<file path="src/rtl/decoder_pkg.sv">
// Shared types and round-robin pick helper for the 8-way decoder arbiter.
package decoder_pkg;

   typedef enum logic [0:0] {IDLE = 1'b0, GRANT = 1'b1} state_t;

   localparam int NUM_REQ = 8;
   localparam int IDX_W   = 3;

   // First set bit of req, scanning from last+1 upward with wrap-around.
   function automatic logic [IDX_W-1:0] rr_pick(input logic [NUM_REQ-1:0] req,
                                                input logic [IDX_W-1:0]   last);
      logic [2*NUM_REQ-1:0] dbl;
      logic [NUM_REQ-1:0]   rot;
      logic [IDX_W-1:0]     off;
      dbl = {req, req};
      rot = NUM_REQ'(dbl >> ({1'b0, last} + 4'd1));
      off = '0;
      for (int k = NUM_REQ - 1; k >= 0; k--) begin
         if (rot[k]) off = IDX_W'(k);
      end
      return IDX_W'(last + 3'd1 + off);
   endfunction

endpackage

</file>
<file path="src/rtl/rr_priority_pick8.sv">
// Combinational rotate-and-priority-encode picker for eight requesters.
module rr_priority_pick8
   import decoder_pkg::*;
(
   input  logic [NUM_REQ-1:0] i_req,
   input  logic [IDX_W-1:0]   i_last,
   output logic [IDX_W-1:0]   o_idx,
   output logic               o_valid
);

   assign o_idx   = rr_pick(i_req, i_last);
   assign o_valid = |i_req;

endmodule

</file>
<file path="src/rtl/decoder_arbiter_8.sv">
// Round-robin arbiter sharing one 3-to-8 decoder; break-before-make with
// a bounded hold time per grant.
module decoder_arbiter_8
   import decoder_pkg::*;
#(
   parameter int MAX_HOLD = 15,
   parameter int CNT_W    = 8
) (
   input  logic               clk,
   input  logic               rst_n,
   input  logic [NUM_REQ-1:0] req,
   output logic               sel_a,
   output logic               sel_b,
   output logic               sel_c,
   output logic               dec_en,
   output logic [NUM_REQ-1:0] grant,
   output logic               timeout
);

   state_t             r_state;
   logic [IDX_W-1:0]   r_last;
   logic [IDX_W-1:0]   r_sel;
   logic               r_dec_en;
   logic [NUM_REQ-1:0] r_grant;
   logic               r_timeout;
   logic [CNT_W-1:0]   r_hold;

   logic [IDX_W-1:0]   w_pick_idx;
   logic               w_pick_vld;

   rr_priority_pick8 u_pick (
      .i_req   (req),
      .i_last  (r_last),
      .o_idx   (w_pick_idx),
      .o_valid (w_pick_vld)
   );

   always_ff @(posedge clk) begin
      if (!rst_n) begin
         r_state   <= IDLE;
         r_last    <= 3'd7;
         r_sel     <= '0;
         r_dec_en  <= 1'b0;
         r_grant   <= '0;
         r_timeout <= 1'b0;
         r_hold    <= '0;
      end else begin
         r_timeout <= 1'b0;
         case (r_state)
            IDLE: begin
               if (w_pick_vld) begin
                  r_sel    <= w_pick_idx;
                  r_dec_en <= 1'b1;
                  r_grant  <= NUM_REQ'(1) << w_pick_idx;
                  r_hold   <= CNT_W'(1);
                  r_state  <= GRANT;
               end
            end
            GRANT: begin
               // A dropped request wins over expiry, so no timeout pulse then.
               if (!req[r_sel]) begin
                  r_dec_en <= 1'b0;
                  r_grant  <= '0;
                  r_last   <= r_sel;
                  r_state  <= IDLE;
               end else if (r_hold == CNT_W'(MAX_HOLD)) begin
                  r_dec_en  <= 1'b0;
                  r_grant   <= '0;
                  r_last    <= r_sel;
                  r_timeout <= 1'b1;
                  r_state   <= IDLE;
               end else begin
                  r_hold <= r_hold + CNT_W'(1);
               end
            end
            default: r_state <= IDLE;
         endcase
      end
   end

   assign sel_a   = r_sel[2];
   assign sel_b   = r_sel[1];
   assign sel_c   = r_sel[0];
   assign dec_en  = r_dec_en;
   assign grant   = r_grant;
   assign timeout = r_timeout;

endmodule

</file>
<file path="config.mk">
export PLATFORM = sky130hd
export DESIGN_NAME = decoder_arbiter_8
export DESIGN_NICKNAME = d
export VERILOG_FILES = /design/src/rtl/decoder_pkg.sv /design/src/rtl/rr_priority_pick8.sv /design/src/rtl/decoder_arbiter_8.sv
export SDC_FILE = /design/constraint.sdc
export NUM_CORES = 1
export LEC_CHECK = 0
export ABC_AREA = 1
export ABC_CLOCK_PERIOD_IN_PS = 4100
export CAP_MARGIN = 10
export CORE_MARGIN = 10
export CORE_UTILIZATION = 35
export DETAILED_ROUTE_END_ITERATION = 8
export PLACE_DENSITY_LB_ADDON = 0.2
export SYNTH_ARGS = -nofsm -noshare
export SYNTH_HDL_FRONTEND = slang
export SYNTH_SLANG_ARGS = --single-unit
</file>
<file path="constraint.sdc">
create_clock -name clk -period 4.1 [get_ports clk]
set_input_delay 0.82 -clock clk [delete_from_list [all_inputs] [get_ports clk]]
set_output_delay 0.82 -clock clk [all_outputs]
set_load 0.05 [all_outputs]
</file>
# Yosys cells after proc, flatten, opt, wreduce, memory -nomap -nowiden
# Cells that the tools add are included.
word_totals:
  register_bits: 25
  in_bits: 10
  elab_cells: 56
classes:
  add_sub_neg: 4
  order_cmp: 1
  n_eq_ne: 6
  n_shift: 2
  muxes: 29
  n_bitwise: 1
  reduce_logical: 6
op_table:
  columns: ["operator", "n"]
  rows:
  - ["2-to-1 mux 8 bit", 6]
  - ["one-hot mux 8 bit (2 select lines)", 2]
  - ["2-to-1 mux 3 bit", 10]
  - ["right shift 16 x 4 -> 8 bit", 1]
  - ["adder 8 x 1 -> 8 bit (second input constant)", 1]
  - ["== test 8 x 4 -> 1 bit (second input constant)", 1]
  - ["2-to-1 mux 1 bit", 8]
  - ["OR reduction 8 bit", 1]
  - ["left shift 1 x 3 -> 8 bit (first input constant)", 1]
  - ["inequality test 2 x 1 -> 1 bit (second input constant)", 3]
  - ["AND reduction 2 bit", 3]
  - ["AND reduction 3 bit", 2]
  - ["adder 3 x 1 -> 4 bit (second input constant)", 1]
  - ["less-than comparator 3 x 4 -> 1 bit (second input constant)", 1]
  - ["one-hot mux 1 bit (2 select lines)", 2]
  - ["adder 3 x 1 -> 3 bit (second input constant)", 1]
  - ["adder 3 bit", 1]
  - ["binary-select mux 1 bit (select 3 bit)", 1]
  - ["inequality test 3 x 2 -> 1 bit (second input constant)", 1]
  - ["inequality test 2 bit (second input constant)", 1]
  - ["inverter 1 bit", 1]

# Logic depth before layout (Yosys ltp)
depth:
  ltp_word: 14
  mapped_depth: 19
  mapped_depth_nobuf: 18

# By module
# A second synthesis with hierarchy kept.
unflattened:
  cells_unflattened: 293
  hier_area_um2: 1831.8
by_module_without_submodules:
  columns: ["mod", "n_inst", "cells_each", "area_each_um2", "seq_area_each_um2"]
  rows:
  - ["decoder_arbiter_8", 1, 200, 1328.8, 500.5]
  - ["rr_priority_pick8", 1, 93, 503.0, 0.0]

# Least setup slack after synthesis
# OpenSTA, ideal clock, no wires.
synth_timing:
  path_kind: "input -> register"
  startpoint: "input req[1]"
  endpoint: "register r_grant[3], in the netlist grant[3]"
  setup_time_ns: 0.135
  arrival_ns: 2.709
  path_slack_ns: 1.256
  cell_stages: 17
  n_path_buf: 0
  cell_sequence: "nand2_1 > nand3_2 > nand3_1 > nand2_2 > a31oi_1 > o21ai_0 > nand2_1 > nand2_1 > nand2_1 > ha_1 > fa_1 > xor2_1 > inv_1 > nand3_4 > nand2_4 > nand2_2 > a21oi_2"
synth_via:
  elab_chain_cells: 13
  word_cells_on_any_way: 20
  classes_between: "add/sub: 1; eq/ne: 2; shift: 2; mux: 13; reduce/logical: 2"
synth_lines:
  columns: ["element", "line", "text"]
  rows:
  - ["from (decl)", "decoder_arbiter_8.sv:11", "input logic [NUM_REQ-1:0] req,"]
  - ["right shift 16 x 4 -> 8 bit", "decoder_pkg.sv:16", "rot = NUM_REQ'(dbl >> ({1'b0, last} + 4'd1));"]
  - ["2-to-1 mux 3 bit (8 in a row)", "decoder_pkg.sv:19", "if (rot[k]) off = IDX_W'(k);"]
  - ["adder 3 bit", "decoder_pkg.sv:21", "return IDX_W'(last + 3'd1 + off);"]
  - ["left shift 1 x 3 -> 8 bit", "decoder_arbiter_8.sv:54", "r_grant <= NUM_REQ'(1) << w_pick_idx;"]
  - ["2-to-1 mux 8 bit", "decoder_arbiter_8.sv:51", "if (w_pick_vld) begin"]
  - ["one-hot mux 8 bit (2 select lines)", "decoder_arbiter_8.sv:49", "case (r_state)"]
  - ["to (signal assigned)", "decoder_arbiter_8.sv:54", null]
  - ["to (decl)", "decoder_arbiter_8.sv:24", "logic [NUM_REQ-1:0] r_grant;"]
# Several ways; a longest one is shown, not always the timed one. The select of a mux whose other input is x is not followed.
# A chain may end at the register's enable or synchronous reset.

# Worst setup path after layout
layout_timing:
  startpoint: "input req[5]"
  endpoint: "register r_grant[1], in the netlist grant[1]"
# The elaborated chain is that of the path after synthesis.

==> load_flow_metrics.sql <==
INSERT INTO impl_metrics (metric_group, metric, value, unit) VALUES
('setup_path', 'crit_type', 'in2reg', ''),
('power', 'design_power_total', '1620', 'uW'),
('setup_path', 'number_of_cells_traversed_by_the_worst_register_to_register_path', '17', ''),
('die', 'rows', '26', ''),
('cts', 'clock_tree.root_cell', 'sky130_fd_sc_hd__clkbuf_8', ''),
('cells_and_area', 'areaGrowthSynthToFinish', '16.1', '%'),
('cts', 'max-clock-path-buffers', '2', ''),
('sta', 'unrepaired_setup_endpoints_after_global_routing', 'false', ''),
('sta', 'final_critical_path_setup_slack', '671', 'ps'),
('die', 'core_region_area', '5140', 'sq um'),
('cts', 'tritoncts_num_sinks', '25', ''),
('run_status', 'outcome', 'finished, final reports clean', ''),
('sta', 'layout_worst_path_cycle_share', '83.6', '%'),
('logic_synthesis', 'syn_avg_cell_area', '7.41', 'sq um'),
('setup_path', 'cell_family_contributing_the_most_delay_on_the_critical_path', 'simple AND/OR/NAND/NOR gates', ''),
('grt', 'grt_antenna_before_repair', '0', ''),
('die', 'initial_core_util', '36.3', '%'),
('logic_synthesis', 'synth.largest_area_cell', 'sky130_fd_sc_hd__dfxtp_1', ''),
('power', 'power_density', '748', 'nW/um^2'),
('setup_path', 'worstSetupPathDepth', '18', ''),
('setup_path', 'arrival', '3560', 'ps'),
('grt', 'grt.total_usage', '10.9', '%'),
('drt', 'routed_wl', '4.44', 'mm'),
('cts', 'cts_buffers', '3', ''),
('place', 'dp_slack', '378', 'ps'),
('sta', 'fmaxAchievable', '292', 'MHz'),
('drt', 'detail_route.first_pass.iterations', '4', ''),
('drt', 'antenna_left', '0', ''),
('setup_path', 'worst_r2r_startpoint', 'r_last[0]', ''),
('setup_path', 'setup.worst_path.start_class', 'primary input', ''),
('logic_synthesis', 'synth_nets', '265', ''),
('grt', 'grt_residual_overflow', '0', ''),
('setup_path', 'critical_path.endpoint_type', 'register', ''),
('grt', 'first_global_vias', '1627', ''),
('cts', 'cts.htree.levels', '1', ''),
('place', 'detailed_place_hpwl', '3.39', 'mm'),
('grt', 'maximum_number_of_pins_on_one_net_before_global_route_repair', '21', ''),
('logic_synthesis', 'postSynthCellCount', '252', ''),
('drt', 'avgRoutedWirePerCell', '12.9', 'um'),
('logic_synthesis', 'synth_seq_cells', '25', ''),
('cts', 'post-cts-setup-buffers', '0', ''),
('setup_path', 'crit_start', 'req[5]', ''),
('power', 'vdd.ir_drop.worst', '0.432', 'mV'),
('logic_synthesis', 'synth_top_cells_by_area', 'sky130_fd_sc_hd__dfxtp_1, sky130_fd_sc_hd__nand2_1, sky130_fd_sc_hd__nand3_2', ''),
('cells_and_area', 'insertedDiodeCount', '0', ''),
('sta', 'layout_min_cycle_time', '3430', 'ps'),
('setup_path', 'cp_cell_sequence', 'clkdlybuf4s50_1 -> nand2_1 -> nand3_2 -> nand3_1 -> nand2_2 -> a31oi_1 -> o21ai_0 -> nand2_1 -> nand2_1 -> nand2_1 -> ha_1 -> fa_1 -> xor2_1 -> inv_1 -> nand3_4 -> nand2_4 -> nand2_2 -> a21oi_2', ''),
('die', 'die-width', '93.1', 'um'),
('setup_path', 'critPathBufInv', '2', ''),
('setup_path', 'cp-endpoint', 'grant[1]', ''),
('sta', 'timing.final.hold_violations', '0', ''),
('sta', 'tightestPinTransition', '697', 'ps'),
('sta', 'setup_violations', '0', ''),
('cells_and_area', 'final_cell_mix', 'sky130_fd_sc_hd__nand2_1, sky130_fd_sc_hd__dfxtp_1, sky130_fd_sc_hd__nor2_1, sky130_fd_sc_hd__clkdlybuf4s50_1, sky130_fd_sc_hd__nand3_1', ''),
('grt', 'grt_first_pass_wirelength', '7.92', 'mm'),
('logic_synthesis', 'synth_top_cell_area_share', '26.8', '%'),
('setup_path', 'crit_required', '4230', 'ps'),
('drt', 'drc', '0', ''),
('logic_synthesis', 'mappedNetlistArea', '1870', 'sq um'),
('place', 'port-buffer-count', '22', ''),
('cts', 'clock_insertion_delay_worst_skew', '270', 'ps'),
('die', 'die-height', '93.1', 'um'),
('cells_and_area', 'final_common_cell', 'sky130_fd_sc_hd__nand2_1', ''),
('run', 'drv_cap', '0', ''),
('cells_and_area', 'final-instance-count-excl-fill', '343', ''),
('setup_path', 'crit_path_max_delay_cell_type', 'sky130_fd_sc_hd__clkdlybuf4s50_1', ''),
('sta', 'final_count_of_pins_violating_max_slew', '0', ''),
('setup_path', 'ff_to_ff_end', 'grant[1]', ''),
('die', 'top_level_ports', '23', ''),
('cts', 'clkSlewWorstSetupHoldPaths', '80', 'ps'),
('logic_synthesis', 'synth_seq_area_share', '26.8', '%');
[flip-flops by register name, indices dropped and copies added, names as in the netlist]
name     count
r_hold       8
r_state      1
r_sel        3
grant        8
dec_en       1
r_last       3
timeout      1
[metal layers]
metal  global-route usage, %  vias to the layer above  part of all wire (%)
li1                        -                      873                     -
met1                    14.6                      745                    50
met2                    17.2                       20                    45
met3                    2.00                        5                   3.0
met4                    3.08                        0                   1.1
met5                       0                        -                     0
[worst min path at each step]
stage / startpoint / endpoint / slack, ps / cells past startpoint
after floorplan: r_hold[7] / r_hold[7] / 470 / 2
after global placement: grant[7] / grant[7] / 460 / 2
after detailed placement: grant[5] / grant[5] / 460 / 2
after CTS: grant[5] / grant[5] / 470 / 2
after global routing: grant[7] / grant[7] / 500 / 2
final: grant[4] / grant[4] / 470 / 2
[area by class of cell]
| class | instances | area [sq um] |
|---|---|---|
| Multi-Input combinational cell | 206 | 1240 |
| Timing Repair Buffer | 22 | 220 |
| Fill cell | 585 | 2970 |
| Tap cell | 70 | 87.6 |
| Inverter | 16 | 77.6 |
| Clock buffer | 4 | 45.0 |
| Sequential cell | 25 | 500 |
[worst min-delay path, stage by stage (launching register included)]
cell,delay (ps)
sky130_fd_sc_hd__dfxtp_1,310
sky130_fd_sc_hd__nand2_1,60
sky130_fd_sc_hd__a21oi_1,50
[stage by stage]
stage | cell area [sq um] | utilization (%) | hold slack, ps
finish | 2170 | 42.2 | 468
detailed placement | 2120 | 41.3 | 457
global route | 2170 | 42.2 | 496
CTS | 2170 | 42.2 | 470
floorplan | 1870 | - | 466
global placement | 2120 | 41.3 | 455
[kinds of logic after synthesis]
| group | Yosys count | share of synthesized area, % |
|---|---|---|
| AO/OA/AOI/OAI | 35 | 11.2 |
| XOR/XNOR | 6 | 2.81 |
| adder cells (fa/ha/maj) | 3 | 2.41 |
| buffers and inverters | 21 | 6.97 |
| flip-flops | 25 | 26.8 |
| AND/OR/NAND/NOR | 162 | 49.8 |
[power breakdown]
part | internal [uW] | switching [uW] | total, uW
clock network | 69.5 | 76.7 | 146
registers | 302 | 87.5 | 390
logic | 367 | 720 | 1090
total | 739 | 884 | 1620
[Yosys cell counts]
library cell and instances:
sky130_fd_sc_hd__clkinv_1 1, sky130_fd_sc_hd__clkbuf_8 1, sky130_fd_sc_hd__ha_1 2, sky130_fd_sc_hd__clkbuf_1 2, sky130_fd_sc_hd__nand2_4 12, sky130_fd_sc_hd__nand2_2 15, sky130_fd_sc_hd__nor2_4 3, sky130_fd_sc_hd__o211ai_1 3
sky130_fd_sc_hd__o21ai_1 3, sky130_fd_sc_hd__nor4_1 2, sky130_fd_sc_hd__nand3_4 1, sky130_fd_sc_hd__a21oi_2 5, sky130_fd_sc_hd__o21ai_2 1, sky130_fd_sc_hd__o21ai_0 6, sky130_fd_sc_hd__buf_12 1, sky130_fd_sc_hd__inv_12 1
sky130_fd_sc_hd__nand2_1 65, sky130_fd_sc_hd__dfxtp_1 25, sky130_fd_sc_hd__nand4_1 4, sky130_fd_sc_hd__nor2_1 23, sky130_fd_sc_hd__inv_2 2, sky130_fd_sc_hd__nand3_2 14, sky130_fd_sc_hd__a21oi_1 15, sky130_fd_sc_hd__nand3_1 17
sky130_fd_sc_hd__buf_6 1, sky130_fd_sc_hd__nor3_1 3, sky130_fd_sc_hd__inv_6 1, sky130_fd_sc_hd__nor2_2 1, sky130_fd_sc_hd__inv_1 11, sky130_fd_sc_hd__xnor2_1 1, sky130_fd_sc_hd__a31oi_1 1, sky130_fd_sc_hd__nor3_4 1
sky130_fd_sc_hd__o21bai_1 1, sky130_fd_sc_hd__fa_1 1, sky130_fd_sc_hd__xor2_1 5, sky130_fd_sc_hd__nor2_8 1
Power figures use the tool's default switching activity.
